`src/rtl/ysyx_23060332_lsu_if.sv`:
```
// EXU/WBU/memory bundle for the load-store unit.
// The LSU takes the slave side; its environment takes the master side.
interface ysyx_23060332_lsu_if;
  logic        req_valid;
  logic        req_ready;
  logic        req_wen;
  logic [31:0] req_addr;
  logic [31:0] req_wdata;
  logic [1:0]  req_size;
  logic        req_signed;
  logic [4:0]  req_rd;
  logic        rsp_valid;
  logic        rsp_ready;
  logic [31:0] rsp_rdata;
  logic [4:0]  rsp_rd;
  logic        rsp_err;
  logic        mem_wen;
  logic [31:0] mem_raddr;
  logic [31:0] mem_waddr;
  logic [31:0] mem_wdata;
  logic [7:0]  mem_wmask;
  logic [31:0] mem_rdata;

  modport slave (
    input  req_valid,
    output req_ready,
    input  req_wen,
    input  req_addr,
    input  req_wdata,
    input  req_size,
    input  req_signed,
    input  req_rd,
    output rsp_valid,
    input  rsp_ready,
    output rsp_rdata,
    output rsp_rd,
    output rsp_err,
    output mem_wen,
    output mem_raddr,
    output mem_waddr,
    output mem_wdata,
    output mem_wmask,
    input  mem_rdata
  );

  modport master (
    output req_valid,
    input  req_ready,
    output req_wen,
    output req_addr,
    output req_wdata,
    output req_size,
    output req_signed,
    output req_rd,
    input  rsp_valid,
    output rsp_ready,
    input  rsp_rdata,
    input  rsp_rd,
    input  rsp_err,
    input  mem_wen,
    input  mem_raddr,
    input  mem_waddr,
    input  mem_wdata,
    input  mem_wmask,
    output mem_rdata
  );
endinterface

```
`src/rtl/ysyx_23060332_lsu.sv`:
```
// Load-store unit: one request at a time, fixed-latency word memory,
// byte-lane store formatting and sign/zero-extended load extraction.
module ysyx_23060332_lsu #(
  parameter int LAT = 1
) (
  input logic clk,
  input logic rst,
  ysyx_23060332_lsu_if.slave bus
);
  typedef enum logic [1:0] {
    IDLE,
    WAIT,
    RESP
  } state_t;

  localparam int CW = (LAT > 1) ? $clog2(LAT) : 1;

  state_t        state;
  logic [CW-1:0] cnt;
  logic          wen_q;
  logic          sgn_q;
  logic [1:0]    size_q;
  logic [1:0]    a_q;

  logic          bad;
  logic [7:0]    st_mask;
  logic [31:0]   st_data;
  logic [31:0]   sh;
  logic [31:0]   ld_data;

  assign bus.req_ready = (state == IDLE);

  always_comb begin
    bad = 1'b0;
    st_mask = 8'h0F;
    st_data = bus.req_wdata;
    unique case (1'b1)
      bus.req_size == 2'b00: begin
        st_mask = 8'h01 << bus.req_addr[1:0];
        st_data = {4{bus.req_wdata[7:0]}};
      end
      bus.req_size == 2'b01: begin
        bad = bus.req_addr[0];
        st_mask = 8'h03 << bus.req_addr[1:0];
        st_data = {2{bus.req_wdata[15:0]}};
      end
      bus.req_size == 2'b10: begin
        bad = |bus.req_addr[1:0];
      end
      default: begin
        bad = 1'b1;
      end
    endcase
  end

  always_comb begin
    sh = bus.mem_rdata >> {a_q, 3'b000};
    ld_data = bus.mem_rdata;
    unique case (1'b1)
      size_q == 2'b00: begin
        ld_data = sgn_q ? {{24{sh[7]}}, sh[7:0]}
                        : {24'h0, sh[7:0]};
      end
      size_q == 2'b01: begin
        ld_data = sgn_q ? {{16{sh[15]}}, sh[15:0]}
                        : {16'h0, sh[15:0]};
      end
      default: begin
        ld_data = bus.mem_rdata;
      end
    endcase
  end

  always_ff @(posedge clk) begin
    if (rst) begin
      state         <= IDLE;
      cnt           <= '0;
      wen_q         <= 1'b0;
      sgn_q         <= 1'b0;
      size_q        <= 2'b00;
      a_q           <= 2'b00;
      bus.rsp_valid <= 1'b0;
      bus.rsp_err   <= 1'b0;
      bus.rsp_rdata <= 32'h0;
      bus.rsp_rd    <= 5'h0;
      bus.mem_wen   <= 1'b0;
      bus.mem_raddr <= 32'h0;
      bus.mem_waddr <= 32'h0;
      bus.mem_wdata <= 32'h0;
      bus.mem_wmask <= 8'h0;
    end else begin
      case (state)
        IDLE: begin
          if (bus.req_valid) begin
            wen_q      <= bus.req_wen;
            sgn_q      <= bus.req_signed;
            size_q     <= bus.req_size;
            a_q        <= bus.req_addr[1:0];
            bus.rsp_rd <= bus.req_rd;
            if (bad) begin
              state         <= RESP;
              bus.rsp_valid <= 1'b1;
              bus.rsp_err   <= 1'b1;
              bus.rsp_rdata <= 32'h0;
            end else begin
              state         <= WAIT;
              cnt           <= CW'(LAT - 1);
              bus.rsp_err   <= 1'b0;
              bus.mem_raddr <= {bus.req_addr[31:2], 2'b00};
              bus.mem_waddr <= {bus.req_addr[31:2], 2'b00};
              bus.mem_wdata <= st_data;
              bus.mem_wmask <= st_mask;
              bus.mem_wen   <= bus.req_wen && (LAT == 1);
            end
          end
        end
        WAIT: begin
          if (cnt == '0) begin
            state         <= RESP;
            bus.rsp_valid <= 1'b1;
            bus.rsp_rdata <= wen_q ? 32'h0 : ld_data;
            bus.mem_wen   <= 1'b0;
            bus.mem_raddr <= 32'h0;
            bus.mem_waddr <= 32'h0;
            bus.mem_wdata <= 32'h0;
            bus.mem_wmask <= 8'h0;
          end else begin
            cnt         <= cnt - CW'(1);
            // strobe is registered, so raise it one cycle ahead of cnt==0
            bus.mem_wen <= wen_q && (cnt == CW'(1));
          end
        end
        RESP: begin
          if (bus.rsp_ready) begin
            state         <= IDLE;
            bus.rsp_valid <= 1'b0;
          end
        end
        default: begin
          state <= IDLE;
        end
      endcase
    end
  end
endmodule

```
`src/flat_wrapper.sv`:
```
// flat-port wrapper written by rule: the top's interface ports become plain ports
module ysyx_23060332_lsu_flat 
#(
  parameter int LAT = 1
)
  (clk, rst, bus_req_valid, bus_req_ready, bus_req_wen, bus_req_addr, bus_req_wdata, bus_req_size, bus_req_signed, bus_req_rd, bus_rsp_valid, bus_rsp_ready, bus_rsp_rdata, bus_rsp_rd, bus_rsp_err, bus_mem_wen, bus_mem_raddr, bus_mem_waddr, bus_mem_wdata, bus_mem_wmask, bus_mem_rdata);
  ysyx_23060332_lsu_if bus_i ();
  input logic clk;
  input logic rst;
  input wire logic [$bits(bus_i.req_valid)-1:0] bus_req_valid;
  output wire logic [$bits(bus_i.req_ready)-1:0] bus_req_ready;
  input wire logic [$bits(bus_i.req_wen)-1:0] bus_req_wen;
  input wire logic [$bits(bus_i.req_addr)-1:0] bus_req_addr;
  input wire logic [$bits(bus_i.req_wdata)-1:0] bus_req_wdata;
  input wire logic [$bits(bus_i.req_size)-1:0] bus_req_size;
  input wire logic [$bits(bus_i.req_signed)-1:0] bus_req_signed;
  input wire logic [$bits(bus_i.req_rd)-1:0] bus_req_rd;
  output wire logic [$bits(bus_i.rsp_valid)-1:0] bus_rsp_valid;
  input wire logic [$bits(bus_i.rsp_ready)-1:0] bus_rsp_ready;
  output wire logic [$bits(bus_i.rsp_rdata)-1:0] bus_rsp_rdata;
  output wire logic [$bits(bus_i.rsp_rd)-1:0] bus_rsp_rd;
  output wire logic [$bits(bus_i.rsp_err)-1:0] bus_rsp_err;
  output wire logic [$bits(bus_i.mem_wen)-1:0] bus_mem_wen;
  output wire logic [$bits(bus_i.mem_raddr)-1:0] bus_mem_raddr;
  output wire logic [$bits(bus_i.mem_waddr)-1:0] bus_mem_waddr;
  output wire logic [$bits(bus_i.mem_wdata)-1:0] bus_mem_wdata;
  output wire logic [$bits(bus_i.mem_wmask)-1:0] bus_mem_wmask;
  input wire logic [$bits(bus_i.mem_rdata)-1:0] bus_mem_rdata;
  assign bus_i.req_valid = bus_req_valid;
  assign bus_req_ready = bus_i.req_ready;
  assign bus_i.req_wen = bus_req_wen;
  assign bus_i.req_addr = bus_req_addr;
  assign bus_i.req_wdata = bus_req_wdata;
  assign bus_i.req_size = bus_req_size;
  assign bus_i.req_signed = bus_req_signed;
  assign bus_i.req_rd = bus_req_rd;
  assign bus_rsp_valid = bus_i.rsp_valid;
  assign bus_i.rsp_ready = bus_rsp_ready;
  assign bus_rsp_rdata = bus_i.rsp_rdata;
  assign bus_rsp_rd = bus_i.rsp_rd;
  assign bus_rsp_err = bus_i.rsp_err;
  assign bus_mem_wen = bus_i.mem_wen;
  assign bus_mem_raddr = bus_i.mem_raddr;
  assign bus_mem_waddr = bus_i.mem_waddr;
  assign bus_mem_wdata = bus_i.mem_wdata;
  assign bus_mem_wmask = bus_i.mem_wmask;
  assign bus_i.mem_rdata = bus_mem_rdata;
  ysyx_23060332_lsu #(.LAT(LAT)) u_core (.clk(clk), .rst(rst), .bus(bus_i));
endmodule
```
`config.mk`:
```
export PLATFORM = sky130hd
export DESIGN_NAME = ysyx_23060332_lsu_flat
export DESIGN_NICKNAME = d
export VERILOG_FILES = /design/src/rtl/ysyx_23060332_lsu_if.sv /design/src/rtl/ysyx_23060332_lsu.sv /design/src/flat_wrapper.sv
export SDC_FILE = /design/constraint.sdc
export NUM_CORES = 1
export LEC_CHECK = 0
export BUFFER_PORTS_ARGS = -buffer_cell sky130_fd_sc_hd__buf_4
export CAP_MARGIN = 20
export CORE_UTILIZATION = 30
export CTS_CLUSTER_SIZE = 8
export DETAILED_ROUTE_END_ITERATION = 10
export PLACE_DENSITY = 0.64
export SLEW_MARGIN = 15
export SYNTH_ARGS = -nofsm -noshare
export SYNTH_HDL_FRONTEND = slang
export SYNTH_SLANG_ARGS = --single-unit
```
`constraint.sdc`:
```
create_clock -name clk -period 2.34 [get_ports clk]
set_input_delay 0 -clock clk [delete_from_list [all_inputs] [get_ports clk]]
set_output_delay 0 -clock clk [all_outputs]
set_load 0.01 [all_outputs]
```
Word level (Yosys, flattened, before mapping)
Index checks and enable logic that the tools add are counted.
Widths: inputs -> output; s select.
{ "totals": {"inputBits": 109, "register_bits": 121, "wordCells": 82} }
{ "op_classes": {"reduce_logical": 13, "shifts": 3, "n_mux": 41, "n_addsub": 1, "n_eq_ne": 10} }
{ "op_table": {"columns": ["cell", "n"], "rows": [
  ["$mux 32", 11],
  ["$pmux 32 s2", 5],
  ["$pmux 8 s2", 2],
  ["$shr 32x5->16", 1],
  ["$mux 8", 3],
  ["$mux 1", 11],
  ["$mux 2", 4],
  ["$ne 2x2->1 const B", 4],
  ["$reduce_and 4->1", 2],
  ["$shl 1x2->8 const A", 1],
  ["$shl 2x2->8 const A", 1],
  ["$eq 2x1->1 const B", 3],
  ["$logic_not 2->1", 3],
  ["$pmux 1 s3", 2],
  ["$pmux 2 s3", 1],
  ["$reduce_and 3->1", 2],
  ["$reduce_and 5->1", 1],
  ["$eq 2x2->1 const B", 2],
  ["$pmux 1 s2", 2],
  ["$reduce_bool 3->1", 1],
  ["$ne 2x1->1 const B", 1],
  ["$reduce_and 2->1", 1],
  ["$reduce_bool 2->1", 1],
  ["$reduce_or 2->1", 1],
  ["2 further kinds", 2]
]} }

Logic depth before layout (Yosys ltp)
Gate-level depths: netlist of run 1.
{ "depth": {"depth_word": 6, "depth_mapped": 8, "ltp_nobuf": 6} }

Worst setup path before layout of run 1
OpenSTA, ideal clock, no wires.
{ "synth_timing": {"path_kind": "register to register", "from": "register u_core.state[0]", "to": "register u_core.bus.rsp_rdata[15]", "period_less_slack_ns": 1.656, "t_required_ns": 2.276, "slack_ns": 0.684, "arrival_time_ns": 1.592, "setup_time_ns": 0.064, "stages_incl_launch_ff": 7, "cell_sequence": "dfxtp_1 -> nor4b_4 -> buf_6 -> nand3b_4 -> or4_1 -> buf_2 -> nand4_1"} }
{ "synth_between": {"elab_chain_cells": 3, "word_cells_on_any_way": 8, "classes_between": "eq/ne: 4; mux: 1; reduce/logical: 3"} }
{ "synth_lines": {"columns": ["element", "line_no", "source"], "rows": [
  ["start, declared", "ysyx_23060332_lsu.sv:18", "state_t state;"],
  ["start signal, assigned", "ysyx_23060332_lsu.sv:76", "state <= IDLE;"],
  ["start signal, assigned", "ysyx_23060332_lsu.sv:101", "state <= RESP;"],
  ["start signal, assigned", "ysyx_23060332_lsu.sv:106", "state <= WAIT;"],
  ["$eq 2x1->1 or $logic_not 2->1 (tied branches)", "ysyx_23060332_lsu.sv:92", "case (state)"],
  ["$ne 2x2->1 (no line), or another cell as far along", null, null],
  ["$reduce_and 4->1 (no line)", null, null],
  ["end signal, assigned", "ysyx_23060332_lsu.sv:121", "bus.rsp_rdata <= wen_q ? 32'h0 : ld_data;"],
  ["end, declared", "ysyx_23060332_lsu_if.sv:35", "output rsp_rdata,"]
]} }
Several ways; a longest one is shown, not always the timed one.
A chain may end at the register's enable or synchronous reset.

Worst setup path after layout of run 1
{ "layout_timing": {"from": "register u_core.state[0]", "to": "register u_core.bus.rsp_rdata[26]"} }
The elaborated chain is that of the path after synthesis.

==> impl_results.md, run 1 <==
* Number of global-route vias before repair at 5114
* Startpoint Class: register
* Die width at 130.7 um
* Power density over cell area at 669.2 mW/mm^2
* Flops & latches, synth at 115
* Slew Limit Headroom at 0.2619
* Pin count of the biggest net entering global routing at 55
* N_diodes at 0
* Worst vdd rail ir drop at 543.2 uV
* PortBufs at 246
* Setup TNS Final at 0 ps
* Final Cell Area at 0.008442 sq mm
* Share of cells above drive strength 1 at 0.3679
* Initial Utilization at 0.3096
* Reg clk slew, reported paths at 50 ps
* Site Rows at 46
* CTS tree: done
* Total congestion overflow at 0
* Worst Path Arrival at 2340 ps
* Crit path capture type: register
* Synth top area cells: dfxtp_1, a22o_1, buf_4
* Lkg Pwr at 3.856 nW
* Placer Congestion at 0.8188
* Cell Chain, Critical Path: nor4b_4 -> nand3b_4 -> a221oi_2 -> a221o_1
* Clk_skew at 9.307 ps
* EDFF count, synth at 0
* Final-report hold violation count at 0
* Setup Fix Bufs, Post-CTS at 0
* Initial antenna violation count at 0
* Mapped Area at 0.004971 sq mm
* Vias at 5175
* Clk root buf: clkbuf_16
* Unrepaired setup endpoints after global routing: no
* Post-synth cell types at 48
* Worst-Margin Slew at 1107 ps
* Number of setup violations in the final report at 0
* Synth-to-Final Area Change at 69.82%
* DP Area at 0.006748 sq mm
* Core ar. at 0.01606 sq mm
* # resized after CTS at 0
* Total wire length at 17840 um
* Drt drc at 0
* Wire length per cell at 17.08 um
* Top cell type's share of synthesized area at 0.4631
* Buf+Inv Stages, Crit Path at 0
* Tmin final at 1994 ps
* Syn avg cell area at 9.942 sq um
* Layout Nets at 925
* Main synth FF type: dfxtp_1
* H-tree depth at 4
* Seq/Total Area, Yosys at 0.4631
* Maxcap violations at 0
* Hold Crit Class: primary input to register
* FFs w/ async S/R, synth at 0
* Via-per-instance ratio at 4.952
* GR Util All Layers at 0.2050
* Outcome: finished, final reports clean
* Die Area at 0.01709 sq mm
* Fin crit share at 0.8521
* Worst skew pair latency at 410 ps
* Drt first-iter violations at 262
* Highest clock rate at 0.5015 GHz
* Mapped Cells at 500
* Kind of critical path: register to register
* Post-DRT Antenna Nets at 0
* Num CTS Buffers at 17
* Chip height at 130.7 um
* Family with the most delay on the worst path: compound AO/OA/AOI/OAI gates
* Worst Path Required at 2680 ps
* Yosys warnings at 0
* First drt pass iteration count at 5
* Peak per-stage delay on the critical path at 820 ps
* Detailed placement HPWL at 12460 um
* IO Count at 254
* Clk sinks at 115
* Area leader, netlist: dfxtp_1
* CTS max path bufs at 2
* Pins Over Slew Limit at 0
* CP max-delay cell: a221oi_2
* Crit Path Max Fanout at 16
* First-pass GRT wire length at 26600 um
what timing repair did:
item                                    4_1_cts  5_1_grt
endpoints found under the setup margin        0        0
endpoints found under the hold margin       111        0
hold buffers                                111        0
layout by cell type, fill, tap and decap left out, types with 17 or more instances in the layout:
cell type | netlist | layout
a21oi_1 | 21 | 21
nand2_1 | 52 | 52
mux2i_1 | 32 | 32
o21ai_0 | 18 | 18
clkbuf_16 | 0 | 17
o2bb2ai_1 | 30 | 30
buf_4 | 44 | 258
a22o_1 | 50 | 50
dfxtp_1 | 115 | 115
dlygate4sd3_1 | 0 | 111
cell families (layout without fill, tap and decap cells):
| logic type | Yosys count | count (layout) | share of synthesized area |
|---|---|---|---|
| simple gates | 98 | 98 | 0.1002 |
| other cells | 1 | 7 | 0.0007544 |
| buf+inv | 87 | 410 | 0.1047 |
| flops | 115 | 115 | 0.4631 |
| xor+xnor | 1 | 1 | 0.001762 |
| mux | 34 | 34 | 0.06897 |
| compound gates | 164 | 164 | 0.2605 |
worst reg2reg max path: stages, from the launching register on:
cell and delay (ps):
dfxtp_1 450, nor4b_4 320, nand3b_4 110, a221oi_2 820, a221o_1 230
power breakdown:
part           leakage, nW  internal [W]  switching [W]  total (W)
sequential           0.935       0.00206      0.0000793    0.00214
clock                0.278       0.00158       0.000954    0.00253
combinational         2.64      0.000536       0.000444   0.000981
per-stage QoR:
step | hold WS (ps) | power (W) | util | setup slack [ps] | cells
after floorplan | 118.7 | 0.002582 | - | 683.8 | 506
after detailed placement | 220.4 | 0.002990 | 0.4202 | 371.2 | 902
after CTS | 1.273 | 0.005690 | 0.5257 | 356.3 | 1045
after global placement | 216.8 | 0.002978 | 0.4202 | 509.2 | 902
final | 32.87 | 0.005649 | 0.5257 | 346.1 | 1045
after global routing | 52.29 | 0.005872 | 0.5257 | 200.9 | 1045
cells in the mapped netlist, drive strengths merged (2+ instances only):
cell type / n
and2: 2
nor3: 3
o21ai: 18
a21o: 3
a22oi: 14
clkbuf: 18
or3: 2
inv: 7
nor2: 8
nand2: 52
mux2: 2
a21oi: 22
mux2i: 32
a21bo: 2
and3: 7
a221o: 16
nor2b: 2
a311oi: 2
nand4: 8
dfxtp: 115
o2bb2ai: 30
a22o: 50
nand3: 6
buf: 62
state kept, by name, indices dropped and copies added (netlist names):
signal	flops
u_core.a_q	2
u_core.bus.mem_raddr	30
u_core.bus.mem_wdata	32
u_core.bus.mem_wen	1
u_core.bus.mem_wmask	5
u_core.bus.rsp_err	1
u_core.bus.rsp_rd	5
u_core.bus.rsp_rdata	32
u_core.bus.rsp_valid	1
u_core.sgn_q	1
u_core.size_q	2
u_core.state	2
u_core.wen_q	1
layout make-up:
| type | instances | area, sq um |
|---|---|---|
| well taps | 216 | 270.3 |
| inverters | 7 | 26.28 |
| repair buffers | 371 | 3088 |
| clock buffers | 18 | 429.2 |
| multi-input cells | 304 | 2172 |
| clock inverters | 14 | 153.9 |
| fillers | 1386 | 7616 |
| flip-flops and latches | 115 | 2302 |
path summary, 6_finish.rpt:
path / slack, ps / start / end / cells past startpoint
max reg2reg: 350 / u_core.state[0]$_SDFFE_PP0P_ / u_core.bus.rsp_rdata[26]$_SDFFE_PP0P_ / 4
max: 350 / u_core.state[0]$_SDFFE_PP0P_ / u_core.bus.rsp_rdata[26]$_SDFFE_PP0P_ / 4
min reg2reg: 460 / u_core.bus.rsp_err$_SDFFE_PP0P_ / u_core.bus.rsp_err$_SDFFE_PP0P_ / 2
min: 30 / bus_req_size[1] / u_core.size_q[1]$_SDFFE_PP0P_ / 3
per-layer routing:
layer	up-vias	track usage	wire length [um]
li1	2450	-	-
met1	2428	0.2276	7052
met2	269	0.3617	8941
met3	28	0.06596	1476
met4	0	0.08181	374
met5	-	0	0
(Power assumes the default switching activity.)
==> run 2, diff against run 1 <==
Settings changed: ABC_AREA from default to 1, PLACE_DENSITY 0.64 to 0.65.
==> impl_results.md, run 2 <==
* Placer Congestion at 0.9121 (was 0.8188)
* Worst-Margin Slew at 945.5 ps (was 1107 ps)
* Worst vdd rail ir drop at 525.5 uV (was 543.2 uV)
* Wire length per cell at 14.19 um (was 17.08 um)
* Post-DRT Antenna Nets at 0 (unchanged)
* Lkg Pwr at 4.074 nW (was 3.856 nW)
* Post-Route Utilization at 0.4888 (was 0.5257)
* Yosys warnings at 0 (unchanged)
* Highest clock rate at 0.5421 GHz (was 0.5015 GHz)
* Synth Area in Compound Gates at 0.1651 (was 0.2605)
* Core ar. at 0.01796 sq mm (was 0.01606 sq mm)
* Top cells by count, synth: nand2_1, a21oi_1, dfxtp_1 (was dfxtp_1, nand2_1, a22o_1)
* Setup TNS Final at 0 ps (unchanged)
* Chip height at 137.6 um (was 130.7 um)
* Reg2Reg Depth at 8 (was 4)
* Final-report hold violation count at 0 (unchanged)
* Top flop regs: u_core.bus.mem_wdata: 32 flops, u_core.bus.rsp_rdata: 32 flops, u_core.bus.mem_raddr: 30 flops (unchanged)
* Tmin final at 1845 ps (was 1994 ps)
* Num CTS Buffers at 17 (unchanged)
* IO Count at 254 (unchanged)
* Setup Fix Bufs, Post-CTS at 0 (unchanged)
* FFs w/ async S/R, synth at 0 (unchanged)
* Area of the multi-input gates at 0.002510 sq mm (was 0.002172 sq mm)
* FILL cells at 1784 (was 1386)
* Power density over cell area at 715.5 mW/mm^2 (was 669.2 mW/mm^2)
* Fin crit share at 0.7884 (was 0.8521)
* Clk root buf: clkbuf_16 (unchanged)
* Clk_skew at 8.886 ps (was 9.307 ps)
* Pin count of the biggest net entering global routing at 86 (was 55)
* Syn avg cell area at 6.802 sq um (was 9.942 sq um)
* Seq/Total Area, Yosys at 0.4173 (was 0.4631)
* Crit Path Max Fanout at 50 (was 16)
* GR Util All Layers at 0.1967 (was 0.2050)
* Hold path cells at 5 (was 3)
* Worst skew pair latency at 420 ps (was 410 ps)
* Share of cells above drive strength 1 at 0.2823 (was 0.3679)
* WHS at 11.93 ps (was 32.87 ps)
* Largest family of logic cells by synthesized area: simple AND/OR/NAND/NOR gates (was compound AO/OA/AOI/OAI gates)
* Xor-xnor portion of the synthesized cell area at 0 (was 0.001762)
* First-pass GRT wire length at 28660 um (was 26600 um)
* CTS max path bufs at 2 (unchanged)
* Worst Path Arrival at 2190 ps (was 2340 ps)
* CTS tree: done (unchanged)
* Drt first-iter violations at 369 (was 262)
* Top cell type's share of synthesized area at 0.4173 (was 0.4631)
* EDFF count, synth at 0 (unchanged)
* Proportion of synthesized area in mux cells at 0 (was 0.06897)
* Mapped Area at 0.005517 sq mm (was 0.004971 sq mm)
* Synth Area in Simple Gates at 0.2842 (was 0.1002)
* Site Rows at 49 (was 46)
* Flops & latches, synth at 115 (unchanged)
* Synth-to-Final Area Change at 59.17% (was 69.82%)
* First drt pass iteration count at 5 (unchanged)
* Mapped Cells at 811 (was 500)
* Clk sinks at 115 (unchanged)
* Die Area at 0.01894 sq mm (was 0.01709 sq mm)
* Unrepaired setup endpoints after global routing: no (unchanged)
* Vias at 6278 (was 5175)
* Crit path capture type: register (unchanged)
* Number of setup violations in the final report at 0 (unchanged)
* Area leader, netlist: dfxtp_1 (unchanged)
* Reg clk slew, reported paths at 60 ps (was 50 ps)
* Die width at 137.6 um (was 130.7 um)
* Kind of critical path: primary input to register (was register to register)
* Worst Path Required at 2690 ps (was 2680 ps)
* Detailed placement HPWL at 13030 um (was 12460 um)
* Total congestion overflow at 0 (unchanged)
* Reg area at 0.002302 sq mm (unchanged)
* Commonest non-fill, non-tap cell in the layout: buf_4 (unchanged)
* Number of global-route vias before repair at 5673 (was 5114)
* Startpoint Class: primary input (was register)
* Count leader, synth: nand2_1 (was dfxtp_1)
* Most frequent cells in the layout: buf_4, nand2_1, a21oi_1 (was buf_4, dfxtp_1, dlygate4sd3_1)
* Total wire length at 19100 um (was 17840 um)
* Pins Over Slew Limit at 0 (unchanged)
* Via-per-instance ratio at 4.664 (was 4.952)
* Initial Utilization at 0.3071 (was 0.3096)
* Initial antenna violation count at 0 (unchanged)
* PortBufs at 246 (unchanged)
* Maxcap violations at 0 (unchanged)
* Drt drc at 0 (unchanged)
* Outcome: finished, final reports clean (unchanged)
* Slew Limit Headroom at 0.3697 (was 0.2619)
* Final WS setup at 495.2 ps (was 346.1 ps)
* # resized after CTS at 0 (unchanged)
* Layout Nets at 1212 (was 925)
* H-tree depth at 4 (unchanged)
* Synth top area cells: dfxtp_1, nand2_1, a21oi_1 (was dfxtp_1, a22o_1, buf_4)
* Hold Crit Class: primary input to register (unchanged)
* Worst slack at placement at 610.9 ps (was 371.2 ps)
* Main synth FF type: dfxtp_1 (unchanged)
* Post-Synth Adder-Cell Area at 0 (unchanged)
* Post-synth cell types at 28 (was 48)
run 2: cell count changes after synthesis, moves of 32 or more:
cell,delta
nand2_1,+201
a21oi_1,+96
nor2_1,+69
a22o_1,-50
inv_1,+44
mux2i_1,-32
run 2: critical path: stages:
cell,delay [ps]
dlygate4sd3_1,550
buf_4,130
inv_1,60
nand2_1,80
nor2_1,80
nor3_4,260
nand2_4,150
nand2_2,310
buf_12,280
o21ai_0,140
nor2_1,150
run 2: metrics by stage:
stage	cell area (sq um)	power [W]	std cells
3_5_place_dp	7308	0.003517	1227
3_3_place_gp	7308	0.003510	1227
2_1_floorplan	5539	0.002992	817
4_1_cts	8778	0.006344	1345
6_report	8781	0.006283	1346
5_1_grt	8778	0.006597	1345
run 2: layer usage:
layer | up-vias | global-route usage | wire length, um
met2 | 242 | 0.3071 | 8850
li1 | 3143 | - | -
met4 | 0 | 0.1148 | 732
met3 | 50 | 0.05004 | 1368
met1 | 2843 | 0.2436 | 8153
met5 | - | 0 | 0
run 2: where the power goes:
group	switching [W]	internal, W
sequential	0.0000946	0.00210
combinational	0.000761	0.000647
clock	0.000992	0.00169
run 2: final timing paths:
check                                       start                               endpoint  slack [ps]
max reg2reg          u_core.state[0]$_SDFFE_PP0P_  u_core.bus.mem_wdata[19]$_SDFFE_PP0P_         590
min reg2reg  u_core.bus.mem_wmask[4]$_SDFFE_PP0P_   u_core.bus.mem_wmask[4]$_SDFFE_PP0P_         440
max                               bus_req_addr[1]  u_core.bus.mem_wdata[19]$_SDFFE_PP0P_         500
min                             bus_req_wdata[11]  u_core.bus.mem_wdata[11]$_SDFFE_PP0P_          10
run 2: layout make-up:
cell class,count,area share
Antenna cell,1,0.0002850
Clock buffer,18,0.04887
Clock inverter,14,0.02052
Inverter,56,0.02394
Multi-Input combinational cell,564,0.2858
Sequential cell,115,0.2622
Tap cell,229,0.03263
Timing Repair Buffer,349,0.3257
run 2: cell families (layout without fill, tap and decap cells):
group                  count (synthesis)  count (layout)
AOI/OAI and AO/OA                    171             171
buffers and inverters                138             437
DFF                                  115             115
other                                  1               8
and+or+nand+nor                      386             386
run 2: what timing repair did:
action | CTS | global route
endpoints found under the hold margin | 88 | 0
hold buffers | 86 | 0
endpoints found under the setup margin | 0 | 0
==> run 3, diff against run 2 <==
Clock period 2.34 ns to 1.8 ns, I/O delays scaled along.
==> impl_results.md, run 3 (synthesized netlist as in run 2, its figures left out) <==
* Pins Over Slew Limit at 0 (unchanged)
* Sequential Power Share at 0.340 (was 0.349)
* Num CTS Buffers at 17 (unchanged)
* Combinational share of power at 0.227 (was 0.224)
* FILL cells at 1739 (was 1784)
* Pin count of the biggest net entering global routing at 86 (unchanged)
* Worst Path Required at 2110 ps (was 2690 ps)
* Psw at 0.002315 W (was 0.001848 W)
* Total congestion overflow at 0 (unchanged)
* Number of global-route vias before repair at 5807 (was 5673)
* Initial Utilization at 0.3071 (unchanged)
* Clk root buf: clkbuf_16 (unchanged)
* Worst skew pair latency at 410 ps (was 420 ps)
* Layout Nets at 1216 (was 1212)
* # resized after CTS at 0 (unchanged)
* Top flop regs: u_core.bus.mem_wdata: 32 flops, u_core.bus.rsp_rdata: 32 flops, u_core.bus.mem_raddr: 30 flops (unchanged)
* Number of setup violations in the final report at 0 (unchanged)
* Post-DRT Antenna Nets at 0 (unchanged)
* First drt pass iteration count at 5 (unchanged)
* Tmin final at 1693 ps
* Total wire length at 19640 um (was 19100 um)
* Drt drc at 0 (unchanged)
* Maxcap violations at 0 (unchanged)
* First-pass GRT wire length at 28960 um (was 28660 um)
* Vias at 6303 (was 6278)
* Clock power frac at 0.434 (was 0.426)
* Drt first-iter violations at 461 (was 369)
* Core ar. at 0.01796 sq mm (unchanged)
* Kind of critical path: primary input to register (unchanged)
* Wire length per cell at 14.58 um (was 14.19 um)
* Share of cells above drive strength 1 at 0.2826 (was 0.2823)
* Crit Path Max Fanout at 27 (was 50)
* Most frequent cells in the layout: buf_4, nand2_1, a21oi_1 (unchanged)
* Startpoint Class: primary input (unchanged)
* Final-report hold violation count at 0 (unchanged)
* CTS max path bufs at 2 (unchanged)
* H-tree depth at 4 (unchanged)
* Internal Power at 0.006079 W (was 0.004435 W)
* Switching fraction of total power at 0.2758 (was 0.2941)
* Unrepaired setup endpoints after global routing: no (unchanged)
* WHS at 15.46 ps (was 11.93 ps)
* Highest clock rate at 0.5908 GHz
* Synth-to-Final Area Change at 60.81% (was 59.17%)
* IO Count at 254 (unchanged)
* Initial antenna violation count at 0 (unchanged)
* Commonest non-fill, non-tap cell in the layout: buf_4 (unchanged)
* Reg clk slew, reported paths at 60 ps (about the same)
* Die width at 137.6 um (unchanged)
* Chip height at 137.6 um (unchanged)
* Setup Fix Bufs, Post-CTS at 0 (unchanged)
* Lkg Pwr at 4.118 nW (was 4.074 nW)
* Detailed placement HPWL at 13170 um (was 13030 um)
* Worst vdd rail ir drop at 669.8 uV (was 525.5 uV)
* Via-per-instance ratio at 4.679 (was 4.664)
* CTS tree: done (unchanged)
* Hold Crit Class: primary input to register (unchanged)
* Crit path capture type: register (unchanged)
* N_diodes at 0 (was 1)
* Die Area at 0.01894 sq mm (unchanged)
* Clk sinks at 115 (unchanged)
* Clk_skew at 6.063 ps (was 8.886 ps)
* Worst Path Arrival at 2000 ps (was 2190 ps)
* Fin crit share at 0.9403
* GR Util All Layers at 0.1993 (was 0.1967)
* Outcome: finished, final reports clean (unchanged)
* Power density over cell area at 946.2 mW/mm^2 (was 715.5 mW/mm^2)
* Setup TNS Final at 0 ps (unchanged)
* Placer Congestion at 0.9241 (was 0.9121)
* Site Rows at 49 (unchanged)
* PortBufs at 246 (unchanged)
==> run 3: cell types whose count changed in the layout (fill, tap and decap cells not counted), moves of 2 or more <==
cell / delta
buf_12: +2
bufinv_16: +2
clkinv_4: -5
inv_6: -3
==> run 3: worst max-delay path: stages <==
cell and delay (ps):
dlygate4sd3_1 530, buf_4 180, clkinv_1 100, buf_4 220, o22ai_1 170, dlygate4sd3_1 570, inv_1 40, a21oi_1 130
nor2_1 50
==> run 3: power groups by stage <==
stage | sequential [W] | combinational (W) | clock [W]
floorplan | 0.00296 | 0.000934 | 0
global placement | 0.00290 | 0.00169 | 0
detailed placement | 0.00290 | 0.00170 | 0
CTS | 0.00285 | 0.00186 | 0.00370
global route | 0.00287 | 0.00209 | 0.00383
finish | 0.00285 | 0.00190 | 0.00364
==> run 3: path summary, 6_finish.rpt <==
path / startpoint / end / slack (ps) / cells past startpoint
max: bus_req_size[1] / u_core.bus.mem_wdata[26]$_SDFFE_PP0P_ / 110 / 9
min reg2reg: u_core.bus.mem_wmask[4]$_SDFFE_PP0P_ / u_core.bus.mem_wmask[4]$_SDFFE_PP0P_ / 450 / 2
max reg2reg: u_core.state[1]$_SDFFE_PP0P_ / u_core.bus.mem_wdata[18]$_SDFFE_PP0P_ / 210 / 8
min: bus_req_wdata[15] / u_core.bus.mem_wdata[15]$_SDFFE_PP0P_ / 20 / 5
==> run 3: routing by layer <==
layer,vias up,share of wire,GRT usage
met5,-,0,0
met4,0,0.035,0.1142
met3,49,0.065,0.04047
met2,280,0.47,0.3157
met1,2825,0.43,0.2503
li1,3149,-,-
==> run 3: through the flow <==
step	setup WS (ps)	power [W]	instances	instance area [sq um]	util
6_report	107.4	0.008394	1347	8871	0.4938
5_1_grt	18.74	0.008790	1347	8871	0.4938
4_1_cts	156.0	0.008416	1346	8846	0.4924
3_5_place_dp	238.5	0.004603	1230	7356	0.4095
3_3_place_gp	296.5	0.004590	1230	7356	0.4095
2_1_floorplan	279.6	0.003890	817	5539	-
==> run 3: layout make-up <==
class | count | area [sq um] | area share
inverter | 56 | 210.2 | 0.02370
timing repair buffer | 353 | 2933 | 0.3306
sequential | 115 | 2302 | 0.2595
multi-input combinational | 564 | 2510 | 0.2829
tap | 229 | 286.5 | 0.03230
clock inverter | 10 | 182.7 | 0.02059
clock buffer | 20 | 446.7 | 0.05035
==> run 3: timing repair <==
item                                    4_1_cts  5_1_grt
hold buffers                                 86        0
endpoints found under the setup margin        0        1
endpoints found under the hold margin        87        0
